### config.mk
export PLATFORM = sky130hd
export DESIGN_NAME = delay_scheduler
export DESIGN_NICKNAME = d
export VERILOG_FILES = /design/src/rtl/delay_scheduler_pkg.sv /design/src/rtl/delay_sched_rule.sv /design/src/rtl/delay_scheduler.sv
export SDC_FILE = /design/constraint.sdc
export NUM_CORES = 1
export LEC_CHECK = 0
export BUFFER_PORTS_ARGS = -buffer_cell sky130_fd_sc_hd__buf_2
export CAP_MARGIN = 15
export CORE_ASPECT_RATIO = 2
export CORE_UTILIZATION = 28
export CTS_CLUSTER_DIAMETER = 100
export DETAILED_ROUTE_END_ITERATION = 7
export PLACE_DENSITY = 0.41
export RECOVER_POWER = 25
export SETUP_SLACK_MARGIN = 0.05
export SLEW_MARGIN = 25
export SYNTH_ARGS = -nofsm -noshare
export SYNTH_HDL_FRONTEND = slang
export SYNTH_SLANG_ARGS = --single-unit
### constraint.sdc
create_clock -name clk -period 4.7 [get_ports clk]
set_input_delay 0.47 -clock clk [delete_from_list [all_inputs] [get_ports clk]]
set_output_delay 0.47 -clock clk [all_outputs]
set_load 0.02 [all_outputs]
### src/rtl/delay_scheduler_pkg.sv
// delay_scheduler_pkg
//   Shared types and helpers for the delay_scheduler block.
//   - svc_case_e : which of the four service cases a channel is in,
//                  encoded directly as {dout, din} so it can be cast
//                  straight from those two bits.
//   - slot_width : width of the slot index for a given channel count
//                  (never less than 1 bit).
package delay_scheduler_pkg;

  typedef enum logic [1:0] {
    IDLE_LOW  = 2'b00,  // output low, input low
    RISE_WAIT = 2'b01,  // output low, input high: qualifying a rising edge
    FALL_WAIT = 2'b10,  // output high, input low: qualifying a falling edge
    HOLD_HIGH = 2'b11   // output high, input high
  } svc_case_e;

  function automatic int slot_width(input int n);
    return (n > 1) ? $clog2(n) : 1;
  endfunction

endpackage

### src/rtl/delay_sched_rule.sv
// delay_sched_rule
//   Combinational per-channel service rule shared by every channel of the
//   scheduler. Given the channel's raw input, current filtered output,
//   hold counter and the active threshold, it produces the counter and
//   output values to write back.
//   Parameters: CNT_BITS (counter width), RISING / FALLING (1 = that edge
//   must be held for the threshold, 0 = it passes on the first service).
//   Ports:
//     din, dout        - raw input and current filtered output of the channel
//     cnt, threshold   - current hold counter and active threshold
//     next_cnt         - counter value to store
//     next_dout        - output value to store
module delay_sched_rule
  import delay_scheduler_pkg::*;
#(
  parameter int CNT_BITS = 16,
  parameter int RISING   = 1,
  parameter int FALLING  = 0
) (
  input  logic                din,
  input  logic                dout,
  input  logic [CNT_BITS-1:0] cnt,
  input  logic [CNT_BITS-1:0] threshold,
  output logic [CNT_BITS-1:0] next_cnt,
  output logic                next_dout
);

  svc_case_e svc;
  assign svc = svc_case_e'({dout, din});

  always_comb begin
    next_cnt  = cnt;
    next_dout = dout;
    case (svc)
      IDLE_LOW: next_cnt = '0;
      RISE_WAIT: begin
        if (RISING == 0) begin
          next_cnt  = threshold;
          next_dout = 1'b1;
        end else if (cnt >= threshold) begin
          next_dout = 1'b1;
        end else if (cnt != '1) begin
          // Saturating increment; an all-ones counter already meets any threshold.
          next_cnt = cnt + CNT_BITS'(1);
        end
      end
      HOLD_HIGH: next_cnt = threshold;
      FALL_WAIT: begin
        if (FALLING == 0) begin
          next_cnt  = '0;
          next_dout = 1'b0;
        end else if (cnt != '0) begin
          next_cnt = cnt - CNT_BITS'(1);
        end else begin
          next_dout = 1'b0;
        end
      end
      default: ;
    endcase
  end

endmodule

### src/rtl/delay_scheduler.sv
// delay_scheduler
//   Time-multiplexed debounce/delay filter. One shared rule datapath
//   services one channel per enabled cycle in round-robin order; each
//   channel keeps its own hold counter and filtered output bit.
//   Optional build macro: DELAY_SCHEDULER_SYNC_EN adds a two-flop
//   synchronizer on every din bit (2 cycles of extra latency).
//   Ports:
//     clk        - clock, rising edge
//     rst        - synchronous active-high reset
//     enable     - advances the slot and services while high
//     delay_set  - hold threshold in services (captured at slot 0)
//     din        - raw inputs, one per channel
//     dout       - filtered outputs
//     slot       - channel serviced this cycle
//     sweep      - pulses while the last channel is serviced
module delay_scheduler
  import delay_scheduler_pkg::*;
#(
  parameter int CHANNELS = 8,
  parameter int CNT_BITS = 16,
  parameter int RISING   = 1,
  parameter int FALLING  = 0
) (
  input  logic                              clk,
  input  logic                              rst,
  input  logic                              enable,
  input  logic [CNT_BITS-1:0]               delay_set,
  input  logic [CHANNELS-1:0]               din,
  output logic [CHANNELS-1:0]               dout,
  output logic [slot_width(CHANNELS)-1:0]   slot,
  output logic                              sweep
);

  localparam int SLOT_W = slot_width(CHANNELS);
  localparam logic [SLOT_W-1:0] LAST_SLOT = SLOT_W'(CHANNELS - 1);

  logic [SLOT_W-1:0]   slot_reg;
  logic [CHANNELS-1:0] dout_reg;
  logic [CNT_BITS-1:0] cnt_mem [CHANNELS];
  logic [CNT_BITS-1:0] thr_reg;
  logic [CNT_BITS-1:0] thr_active;
  logic [CHANNELS-1:0] din_svc;
  logic [CNT_BITS-1:0] cnt_next;
  logic                dout_next;

`ifdef DELAY_SCHEDULER_SYNC_EN
  logic [CHANNELS-1:0] sync1_reg;
  logic [CHANNELS-1:0] sync2_reg;

  always_ff @(posedge clk) begin
    if (rst) begin
      sync1_reg <= '0;
      sync2_reg <= '0;
    end else begin
      sync1_reg <= din;
      sync2_reg <= sync1_reg;
    end
  end

  assign din_svc = sync2_reg;
`else
  assign din_svc = din;
`endif

  // The slot-0 service already uses the incoming delay_set, so every
  // channel of one sweep sees the same threshold.
  always_ff @(posedge clk) begin
    if (rst) begin
      thr_reg <= delay_set;
    end else if (enable && slot_reg == '0) begin
      thr_reg <= delay_set;
    end
  end

  assign thr_active = (slot_reg == '0) ? delay_set : thr_reg;

  delay_sched_rule #(
    .CNT_BITS (CNT_BITS),
    .RISING   (RISING),
    .FALLING  (FALLING)
  ) u_rule (
    .din       (din_svc[slot_reg]),
    .dout      (dout_reg[slot_reg]),
    .cnt       (cnt_mem[slot_reg]),
    .threshold (thr_active),
    .next_cnt  (cnt_next),
    .next_dout (dout_next)
  );

  always_ff @(posedge clk) begin
    if (rst) begin
      slot_reg <= '0;
      dout_reg <= '0;
      for (int i = 0; i < CHANNELS; i++) begin
        cnt_mem[i] <= '0;
      end
    end else if (enable) begin
      cnt_mem[slot_reg]  <= cnt_next;
      dout_reg[slot_reg] <= dout_next;
      slot_reg           <= (slot_reg == LAST_SLOT) ? '0 : slot_reg + SLOT_W'(1);
    end
  end

  assign dout  = dout_reg;
  assign slot  = slot_reg;
  assign sweep = enable && !rst && (slot_reg == LAST_SLOT);

endmodule
* Yosys cells after proc, flatten, opt, wreduce, memory -nomap -nowiden
Memory sizes are Yosys's and may differ from the RTL's. A register that Yosys moved wholly into a read port is not among the register bits. Cells that the tools add are included.
Operators by class: $add $sub $neg 2, magnitude comparators 3, equality and inequality tests 5, muxes and demuxes 26, reductions and logical operators 10
Operator list (number):
- $mux W16 | 6
- $pmux W16 S3 | 1
- $add A16 B1 Y16 const B | 1
- $ge A16 B16 Y1 | 1
- $ne A16 B16 Y1 const B | 1
- $reduce_or A16 Y1 | 1
- $mux W3 | 4
- $mux W1 | 10
- $bwmux W8 | 1
- $bmux W1 S3 | 2
- $eq A2 B2 Y1 const B | 2
- $logic_and A1 B1 Y1 | 4
- $lt A3 B4 Y1 const B | 1
- $add A3 B1 Y3 const B | 1
- $demux W1 S3 | 1
- $eq A3 B3 Y1 const B | 1
- $ge A3 B1 Y1 const B | 1
- $logic_not A3 Y1 | 1
- $eq A2 B1 Y1 const B | 1
- $logic_not A2 Y1 | 1
- $pmux W1 S2 | 1
- $reduce_bool A2 Y1 | 1
- $reduce_or A2 Y1 | 1
- $logic_not A1 Y1 | 1
Storage, ports and cells: register bits after elaboration 27, bits in writable memories 128, input port bits 27, output and inout bits 12, memories 1
Memory list:
- cnt_mem | words 8, bits a word 16, read ports 1, clocked after memory_dff 1, wr ports 8, RTL line delay_scheduler.sv:39 | logic [CNT_BITS-1:0] cnt_mem [CHANNELS];

* Longest topological paths before layout
depth after elaboration 6, gate-level depth with buffers 18, gate-level depth less buffers 13

* Modules after synthesis
A second synthesis with hierarchy kept.
Unflattened totals: cells, all modules 627, area, all modules 8371.8 um2
By module, submodules not included:
- delay_scheduler | instances 1, cells each 447, area each 7205.7 um2, seq. area each 4604.4 um2
- delay_sched_rule | instances 1, cells each 180, area each 1166.1 um2, seq. area each 0.0 um2

* Least setup slack after synthesis
Ideal clock, no wire load.
path type reg-to-reg, start point register slot_reg[0] (netlist: slot[0]), end point memory cnt_mem[0][12] (data pin), data arrival time 4563 ps, required time 4426 ps, setup slack -138 ps, stages on the path, launching flop included 17, clock period less this slack 4838 ps, cells stage by stage dfxtp_1 > clkbuf_1 > clkbuf_1 > inv_1 > ha_1 > nand2b_1 > clkbuf_1 > clkbuf_1 > mux2i_1 > ha_1 > a22o_1 > o21ai_0 > a31oi_1 > nor2_1 > a31o_2 > a31oi_1 > nor2_1
RTL lines:
- start: declaration | RTL line delay_scheduler.sv:37 | logic [SLOT_W-1:0] slot_reg;
- start signal: assignment | RTL line delay_scheduler.sv:100 | slot_reg <= (slot_reg == LAST_SLOT) ? '0 : slot_reg + SLOT_W'(1);
- end: declaration | RTL line delay_scheduler.sv:39

==> results.toml <==
[placed_design]
io_buffer_count = 38
finalWeightedCongestion = 0.836
hpwl_um = 16900
place_area_um2 = 8800

[sta]
fmax_mhz = 232
max_slew_margin_pct = -4.44
finalMaxSlewViolations = 18
fin_tns_setup_ps = 0
final_hold_viol_count = 0
skew_ps = 14.5
min_period_ps = 4320
worstMarginPinSlew_ps = 1570
setup-violations-final = 0
finalCritPeriodShare_pct = 91.8
hold_ws_ps = 224
rsz0062_at_grt = "false"

[floorplan]
core_um2 = 28300
dieArea_um2 = 29600
die_h_um = 243
start_util_pct = 28.6
fp.dieW_um = 122
io_pins = 39
core.rowCount = 87

[drt]
antenna_left = 0
vias = 5470
avgRoutedWirePerCell_um = 24.1
drt-total-wl_um = 24900
drtIter0Drc = 458
drtPass1Iterations = 5
avgViaCountPerCell = 5.28
route.detailed.drc = 0

[synth]
synthCells = 616
muxShareOfSynthArea_pct = 14.6
synthesis.nets = 665
synth-seq-area-share_pct = 56.9
synth-edff-count = 144
syn_area_um2 = 8100
synthFlopType = "edfxtp_1"
synthXorXnorAreaFrac_pct = 0.649
synth_compound_area_share_pct = 7.94
synth-async-reset-ratio_pct = 0
ys_seq_elements = 158
synth_top_family_by_area = "multiplexers"
yosys.area_share.adder_pct = 3.40
synth-simple-area-share_pct = 13.0
synth_cell_types = 57
avgSynthCellArea_um2 = 13.1
ys_warn_count = 0

[final_layout]
final_nets = 716
areaGrowthSynthToFinish_pct = 15.5
n_antenna_cell = 0
final_util_pct = 33.1
multi_input_area_um2 = 3240
fillers = 2871
stdcell_area_um2 = 9360
seq_area_um2 = 4610
largest_reg_flops = 128
drive_gt1_share_pct = 22.1

[worst_hold_path]
hold_path_startpoint = "delay_set[7]"
min_path_type = "in -> reg"
hold_end = "thr_reg[7]"
hold_depth = 1

[global_routing]
antenna_found_initial = 0
grt_max_degree = 35
grt_use_total_pct = 17.8
grt_first_pass_wirelength_um = 37200
grt_pass1_vias = 5906
grt-ovfl-total = 0

[outcome]
violations = "capacitance limit, slew limit"
status = "complete, but fails checks"

[flow_run]
drv_cap = 1

[setup_path]
endpoint_kind = "flip-flop"
worstReg2RegEnd = "cnt_mem[4][6]"
crit_type = "reg -> reg"
crit_required_ps = 4850
reg2reg_slack_ps = 380
critPathArrivalTime_ps = 4460
worst_r2r_path_depth = 13
crit_fanout = 31
worstSetupStartpointType = "flip-flop"

[clocking]
clk_latency_ps = 440
clock-sinks = 158
cts_buffers = 17
ctsHoldBuffers = 0
cts_resized = 0
path_clk_slew_ps = 60
cts_buffer_depth = 2
htree_levels = 4
root_buffer = "clkbuf_16"
cts_setup_buffers = 0
cts_tree = "yes"

[power]
power_leakage_nw = 3.23
pwr-share-comb_pct = 15.3
p_switching_mw = 0.970
pwr_density_cell_nw_per_um2 = 380
p_int_mw = 2.58
p_clk_share_pct = 39.2
vdd_drop_max_uv = 258
switching_share_pct = 27.3
power_mw = 3.55
sequentialPowerShare_pct = 45.5
==> worst max path at each step <==
| stage | cells past startpoint | endpoint | slack (ps) | from |
|---|---|---|---|---|
| after floorplan | 16 | cnt_mem[0][15] | 170 | slot[0] |
| after global placement | 13 | cnt_mem[1][0] | 330 | flip-flop |
| after detailed placement | 13 | cnt_mem[0][0] | 310 | flip-flop |
| after CTS | 13 | cnt_mem[4][6] | 290 | flip-flop |
| after global routing | 13 | cnt_mem[0][5] | 100 | flip-flop |
| final | 13 | cnt_mem[4][6] | 380 | flip-flop |
==> kinds of logic (layout without fill, tap and decap cells) <==
family,Yosys count,count (layout)
AOI/OAI and AO/OA,79,79
xor gates and xnor gates,6,6
adders and majority gates,22,22
buffers and inverters,56,120
DFF,158,158
muxes,73,73
and+or+nand+nor,222,222
==> worst max-delay path, cell delays in order, from the launching register on <==
cell and delay (ps):
dfxtp_2 340, buf_12 260, mux2_1 370, o22ai_1 560
nor2_1 220, ha_1 330, o21ai_0 150, nand2b_1 100
a31oi_1 260, a31oi_2 240, nor3_4 450, nand4_1 180
a31oi_2 440, nor2_1 100
==> layer usage <==
metal  track usage (%)  up-vias  share of wire (%)
met4              9.07        0                3.8
met1              19.3     2814                 37
met2              32.5      160                 55
li1                  -     2445                  -
met3              2.54       51                3.6
met5                 0        -                  0
==> synthesized netlist by cell type (2+ instances only) <==
cell type    n  area share, %
a21o_1       9           0.83
a21oi_1      9           0.56
a22o_1       2           0.22
a31o_2       7           0.76
a31oi_1      4           0.31
a31oi_2      4           0.62
and2_1       2           0.15
and3_1       4           0.31
and4_1       2           0.22
and4_4       3           0.42
buf_1        3           0.14
buf_2        2           0.12
buf_4        4           0.37
buf_6        5           0.70
clkbuf_1    19           0.88
dfxtp_1     14            3.5
edfxtp_1   144             53
ha_1        22            3.4
inv_1       18           0.83
inv_2        3           0.14
mux2_1       2           0.28
mux2_2       7           0.97
mux2i_1     29            3.6
mux2i_2      2           0.34
mux4_1       8            2.6
mux4_2      24            6.7
nand2_1     21           0.97
nand2b_1     6           0.46
nand3_1     14           0.87
nand4_1     10           0.77
nor2_1     134            6.2
nor2_2       8           0.62
nor2b_1      6           0.46
nor3_1       3           0.19
nor4_1       2           0.15
nor4_2       3           0.46
o21ai_0      5           0.31
o21bai_1     2           0.19
o22a_1       2           0.22
o22ai_1     18            1.4
o32a_4       2           0.56
o32ai_1      8           0.87
xnor2_1      6           0.65
==> power groups by stage <==
stage | logic, mW | clock network, mW | registers [mW]
finish | 0.543 | 1.39 | 1.62
global route | 0.589 | 1.47 | 1.62
CTS | 0.553 | 1.42 | 1.62
detailed placement | 0.551 | 0 | 1.65
global placement | 0.546 | 0 | 1.65
floorplan | 0.357 | 0 | 1.64
==> through the flow <==
| stage | setup slack, ps | std cells |
|---|---|---|
| 2_1_floorplan | 168 | 616 |
| 3_3_place_gp | 335 | 1004 |
| 3_5_place_dp | 305 | 1004 |
| 4_1_cts | 288 | 1036 |
| 5_1_grt | 99.2 | 1036 |
| 6_report | 385 | 1036 |
==> area by class of cell <==
type                       instances  area share [%]
tap                              356            4.76
inverter                          22           0.883
clock buffer                      17            4.55
multi-input combinational        402            34.6
clock inverter                    15            1.71
sequential                       158            49.2
timing repair buffer              66            4.23
==> placed cells by master (no fill, tap or decap), types with 9 or more instances in the layout <==
master | Yosys | final
buf_4 | 4 | 21
mux2i_1 | 29 | 29
nand4_1 | 10 | 10
buf_2 | 2 | 16
ha_1 | 22 | 22
nand3_1 | 14 | 14
nand2_1 | 21 | 19
inv_1 | 18 | 18
o22ai_1 | 18 | 18
edfxtp_1 | 144 | 144
clkbuf_1 | 19 | 26
dfxtp_1 | 14 | 13
mux4_2 | 24 | 24
clkbuf_16 | 0 | 17
nor2_1 | 134 | 134
a21oi_1 | 9 | 9
No activity file was read; power rests on OpenSTA's default activity.
